### config.mk
export PLATFORM = sky130hd
export DESIGN_NAME = rr_cons_arbiter_flat
export DESIGN_NICKNAME = d
export VERILOG_FILES = /design/src/rtl/rr_cons_arbiter_if.sv /design/src/rtl/rr_cons_arbiter.sv /design/src/flat_wrapper.sv
export SDC_FILE = /design/constraint.sdc
export NUM_CORES = 1
export LEC_CHECK = 0
export ABC_AREA = 1
export CORE_UTILIZATION = 41
export DETAILED_ROUTE_END_ITERATION = 12
export DONT_BUFFER_PORTS = 1
export GPL_ROUTABILITY_DRIVEN = 1
export GPL_TIMING_DRIVEN = 0
export PLACE_DENSITY = 0.64
export SLEW_MARGIN = 15
export SYNTH_ARGS = -nofsm -noshare
export SYNTH_HDL_FRONTEND = slang
export SYNTH_SLANG_ARGS = --single-unit
### constraint.sdc
create_clock -name clk -period 2.9 [get_ports clk]
set_input_delay 0.58 -clock clk [delete_from_list [all_inputs] [get_ports clk]]
set_output_delay 0.58 -clock clk [all_outputs]
set_load 0.03 [all_outputs]
### src/rtl/rr_cons_arbiter_if.sv
`default_nettype none
// ============================================================================
//  Module      : rr_cons_arbiter_if
//  Description : Bundle of producer-side and consumer-side signals shared
//                by the round-robin arbiter.
//                  master : producers and consumer (drive requests, observe
//                           grants and the forwarded beat)
//                  slave  : the arbiter itself
//  Ports       : src_val  [NUM_SRC]     per-source valid
//                src_data [NUM_SRC*DW]  packed source data, src i at [i*DW +: DW]
//                src_rdy  [NUM_SRC]     one-hot (or zero) same-cycle grant
//                val                    registered valid to consumer
//                data     [DW]          registered data to consumer
//                src_id   [clog2(NUM_SRC)] source index of current beat
//  Revision    : 1.0 - initial release
// ============================================================================
interface rr_cons_arbiter_if #(
  parameter int NUM_SRC = 4,
  parameter int DW      = 8
);
  localparam int IW = $clog2(NUM_SRC);

  logic [NUM_SRC-1:0]    src_val;
  logic [NUM_SRC*DW-1:0] src_data;
  logic [NUM_SRC-1:0]    src_rdy;
  logic                  val;
  logic [DW-1:0]         data;
  logic [IW-1:0]         src_id;

  modport master (
    output src_val,
    output src_data,
    input  src_rdy,
    input  val,
    input  data,
    input  src_id
  );

  modport slave (
    input  src_val,
    input  src_data,
    output src_rdy,
    output val,
    output data,
    output src_id
  );
endinterface
`default_nettype wire

### src/rtl/rr_cons_arbiter.sv
`default_nettype none
// ============================================================================
//  Module      : rr_cons_arbiter
//  Description : Round-robin arbiter letting NUM_SRC producers share one
//                val/data consumer port. The grant (src_rdy) is returned in
//                the same cycle as the request; the winning beat reaches the
//                consumer through one register stage.
//  Options     : ARB_LOCK_EN - when defined, a granted source keeps the
//                grant for up to QUANTUM consecutive beats while it keeps
//                src_val high. When undefined every cycle re-arbitrates.
//  Ports       : clk    clock, all state on rising edge
//                rst_b  asynchronous active-low reset
//                bus    rr_cons_arbiter_if.slave (src_val/src_data/src_rdy,
//                       val/data/src_id); NUM_SRC and DW must match the
//                       interface instance
//  Revision    : 1.0 - initial release
// ============================================================================
module rr_cons_arbiter #(
  parameter int NUM_SRC = 4,
  parameter int DW      = 8,
  parameter int QUANTUM = 4
) (
  input wire logic          clk,
  input wire logic          rst_b,
  rr_cons_arbiter_if.slave  bus
);

  localparam int            IW       = $clog2(NUM_SRC);
  localparam logic [IW-1:0] LAST_IDX = IW'(NUM_SRC - 1);

  // ptr holds the most recent winner. While locked, the owner is always the
  // most recent winner, so ptr doubles as the lock owner.
  logic [IW-1:0]      ptr;
  logic [NUM_SRC-1:0] grant;
  logic [IW-1:0]      win_idx;
  logic               xfer;
  logic               hold_owner;

  logic               out_val;
  logic [DW-1:0]      out_data;
  logic [IW-1:0]      out_id;

`ifdef ARB_LOCK_EN
  localparam int            CW        = $clog2(QUANTUM + 1);
  localparam logic [CW-1:0] QUANTUM_C = CW'(QUANTUM);

  typedef enum logic [0:0] {
    IDLE = 1'b0,
    LOCK = 1'b1
  } lock_state_t;

  lock_state_t   state;
  logic [CW-1:0] cnt;

  // If the owner has dropped its request the lock releases this very cycle
  // and normal search (from owner+1) applies.
  assign hold_owner = (state == LOCK) && bus.src_val[ptr];

  always_ff @(posedge clk or negedge rst_b) begin
    if (!rst_b) begin
      state <= IDLE;
      cnt   <= '0;
    end else if (hold_owner) begin
      if ((cnt + 1'b1) == QUANTUM_C) begin
        state <= IDLE;
        cnt   <= '0;
      end else begin
        cnt <= cnt + 1'b1;
      end
    end else if (xfer && (QUANTUM > 1)) begin
      state <= LOCK;
      cnt   <= CW'(1);
    end else begin
      state <= IDLE;
      cnt   <= '0;
    end
  end
`else
  assign hold_owner = 1'b0;
`endif

  // Round-robin search. Offsets are scanned from farthest to nearest so the
  // nearest requester after ptr overwrites any earlier candidate and wins.
  always_comb begin
    int            idx;
    logic [IW-1:0] sel;
    grant   = '0;
    win_idx = ptr;
    idx     = 0;
    sel     = '0;
    if (hold_owner) begin
      grant[ptr] = 1'b1;
    end else begin
      for (int k = NUM_SRC; k >= 1; k--) begin
        idx = int'(ptr) + k;
        if (idx >= NUM_SRC) begin
          idx = idx - NUM_SRC;
        end
        sel = IW'(idx);
        if (bus.src_val[sel]) begin
          grant      = '0;
          grant[sel] = 1'b1;
          win_idx    = sel;
        end
      end
    end
  end

  // Grants are forced low while reset is asserted, independent of the clock.
  assign bus.src_rdy = grant & {NUM_SRC{rst_b}};
  assign xfer        = |bus.src_rdy;

  always_ff @(posedge clk or negedge rst_b) begin
    if (!rst_b) begin
      ptr      <= LAST_IDX;
      out_val  <= 1'b0;
      out_data <= '0;
      out_id   <= '0;
    end else if (xfer) begin
      ptr      <= win_idx;
      out_val  <= 1'b1;
      out_data <= bus.src_data[int'(win_idx)*DW +: DW];
      out_id   <= win_idx;
    end else begin
      out_val  <= 1'b0;
    end
  end

  assign bus.val    = out_val;
  assign bus.data   = out_data;
  assign bus.src_id = out_id;

endmodule
`default_nettype wire
### src/flat_wrapper.sv
// flat-port wrapper written by rule: the top's interface ports become plain ports
module rr_cons_arbiter_flat 
#(
  parameter int NUM_SRC = 4,
  parameter int DW      = 8,
  parameter int QUANTUM = 4
)
  (clk, rst_b, bus_src_val, bus_src_data, bus_src_rdy, bus_val, bus_data, bus_src_id);
  rr_cons_arbiter_if #(.NUM_SRC(NUM_SRC), .DW(DW)) bus_i ();
  input wire logic clk;
  input wire logic rst_b;
  input wire logic [$bits(bus_i.src_val)-1:0] bus_src_val;
  input wire logic [$bits(bus_i.src_data)-1:0] bus_src_data;
  output wire logic [$bits(bus_i.src_rdy)-1:0] bus_src_rdy;
  output wire logic [$bits(bus_i.val)-1:0] bus_val;
  output wire logic [$bits(bus_i.data)-1:0] bus_data;
  output wire logic [$bits(bus_i.src_id)-1:0] bus_src_id;
  assign bus_i.src_val = bus_src_val;
  assign bus_i.src_data = bus_src_data;
  assign bus_src_rdy = bus_i.src_rdy;
  assign bus_val = bus_i.val;
  assign bus_data = bus_i.data;
  assign bus_src_id = bus_i.src_id;
  rr_cons_arbiter #(.NUM_SRC(NUM_SRC), .DW(DW), .QUANTUM(QUANTUM)) u_core (.clk(clk), .rst_b(rst_b), .bus(bus_i));
endmodule
==> metrics.md <==
| Metric | Value |
|---|---|
| Outcome | completed |
| Die X-Extent | 64.7 microns |
| Critical setup path kind | reg2out |
| Placed Instances | 296 |
| Fin. Hold Viols | 0 |
| Slew Viols, Final | 0 |
| # rows | 22 |
| Drt initial violations | 101 |
| Hold_buf cts | 0 |
| TritonCTS clock tree | done |
| Avg WL per Cell | 10.9 microns |
| H-tree lvl count | 1 |
| Post-Layout Cell Count | 304 |
| Adder-cell share of the synthesized area | 4.66% |
| Core Area | 0.00372 sq mm |
| Largest net degree at the start of global routing | 18 |
| Startpoint types | flip-flop |
| Gpl congestion | 0.819 |
| Layout area overhead | 9.40% |
| Post-Syn Area per Cell | 6.49 sq um |
| DRC viols | 0 |
| Nets@finish | 301 |
| Reg2Reg Depth | 14 |
| Tot GR Track Use | 17.5% |
| Syn. warnings | 0 |
| CTS Sinks | 13 |
| Final setup vio count | 0 |
| CTS clock-pin slew for the worst setup and hold paths | 0.05 ns |
| Chip height | 64.7 microns |
| GR Overflow Total | 0 |
| Layout cells sized above 1 | 26.6% |
| Slew headroom | 78.4% |
| I/O Buffers | 0 |
| # IOs | 53 |
| Simple-gate portion of the synthesized area | 49.8% |
| Skew-Pair Late Insertion Delay | 0.24 ns |
| Post-DP Area | 0.00167 sq mm |
| Setup crit end kind | primary output |
| First-pass GRT wire length | 5.82 mm |
| Reg2reg setup slack | 0.46 ns |
| Num CTS Buffers | 3 |
| DRT Wirelength | 3.30 mm |
| Synth unique cells | 23 |
| Mapped Area | 0.00161 sq mm |
| First-pass DRT Iterations | 4 |
| Final period util | 95.6% |
| Main combinational cell family by area after synthesis | simple AND/OR/NAND/NOR gates |
| F_max | 0.361 GHz |
| CTS Buffer Depth | 2 |
| Slew @ Worst Pin | 0.324 ns |
| Post-synthesis xor/xnor area fraction | 0% |
| Yosys reg bits | 13 |
| Max Cap Viol | 0 |
| Type of the worst min-delay path | in2async |
| Initial antenna violation count | 0 |
| Final Util | 47.4% |
| Starting Density | 43.3% |
| Antenna Violating Nets Remaining | 0 |
| Seq/Total Area, Yosys | 20.4% |
| Via density | 4.72 |
| Fin crit period | 2.77 ns |
| Design area | 0.00176 sq mm |
| Final HPWL DP | 2.61 mm |
| CTS Root Cell | clkbuf_8 |
| Mux share of post-synthesis cell area | 0% |
| Post-placement setup slack | 0.254 ns |
| Setup WS post-layout | 0.127 ns |
| Die area | 0.00418 sq mm |
| Clock skew | 0.000415 ns |
| Via Count | 1434 |
| Vias in the first global route | 1267 |
| Worst endpoint required time | 2.32 ns |
| ANT cells | 0 |
| Crit path DAT | 2.19 ns |
| Synth Area in Compound Gates | 5.91% |
| Syn Inst Count | 248 |
| Worst-path maximum fanout | 6 |
| Mapped Nets | 292 |
what timing repair did:
action                                  CTS  global route
endpoints found under the setup margin    2             4
resized for setup                         2             3
setup buffers                             0             4
pin swaps                                 0             2
flip-flops by register name (all words and copies together) (netlist names):
| name | count |
|---|---|
| u_core.bus.data | 8 |
| u_core.bus.src_id | 2 |
| u_core.bus.val | 1 |
| u_core.ptr | 2 |
final timing paths:
check,from,end
worst max-delay path,u_core.ptr[1],bus_src_rdy[3]
worst min-delay path,rst_b,u_core.bus.data[7]
worst max register to register,u_core.ptr[1],u_core.bus.data[6]
worst min register to register,u_core.ptr[0],u_core.ptr[0]
max in group asynchronous,rst_b,u_core.ptr[0]
min in group clk,u_core.ptr[0],u_core.ptr[0]
logic make-up (layout without fill, tap and decap cells):
group | after synthesis | in the layout
compound gates | 16 | 16
fa+ha+maj | 6 | 6
flops | 13 | 13
buf+inv | 65 | 73
simple gates | 148 | 148
worst max-delay path: stages (launching register included):
cell,delay [ns]
dfstp_2,0.62
clkinvlp_4,0.20
ha_4,0.30
inv_1,0.12
nand3_2,0.11
nand2_4,0.11
nor2_4,0.05
nand2_2,0.06
nand3_2,0.07
nand2_2,0.06
nand2_2,0.05
inv_1,0.20
cells in the final DEF (no fill, tap or decap), types with 2 or more instances in the layout:
master    count
nand2_1      62
inv_1        50
nand3_1      45
nand2_2      22
o21ai_1      11
dfrtp_1      11
nand2_4       9
buf_4         5
ha_1          5
buf_6         4
nand3_2       4
inv_2         4
o21ai_2       4
clkbuf_8      3
nor2_1        2
nand3_4       2
nor2_4        2
dfstp_2       2
layer usage:
layer	up-vias	part of all wire, %	global-route usage [%]
li1	771	-	-
met1	626	54	26.6
met2	37	43	25.4
met3	0	3.7	2.64
met4	0	0	4.17
met5	-	0	0
stage by stage:
stage / TNS (ns) / hold slack [ns]
2_1_floorplan: 0 / 0.284
3_3_place_gp: 0 / 0.285
3_5_place_dp: 0 / 0.285
4_1_cts: 0 / 0.0290
5_1_grt: -0.00890 / 0.0222
6_report: 0 / 0.0325
synth_stat cells (all sizes together):
| cell | count | area [sq um] |
|---|---|---|
| nand3 | 51 | 300 |
| o21ai | 15 | 90.1 |
| dfstp | 2 | 52.6 |
| buf | 7 | 77.6 |
| nand2 | 93 | 472 |
| nor2 | 4 | 30.0 |
| inv | 58 | 233 |
| ha | 6 | 75.1 |
| a21oi | 1 | 5.00 |
| dfrtp | 11 | 275 |
layout make-up:
class,count,area [sq um]
Multi-Input combinational cell,170,985
Timing Repair Buffer,4,30.0
Tap cell,48,60.1
Buffer,7,77.6
Clock buffer,4,45.0
Inverter,58,236
Sequential cell,13,328
Fill cell,403,1950
Power is not shown: default switching activity piles up to over one toggle a cycle in this logic, so the estimate is an artifact.
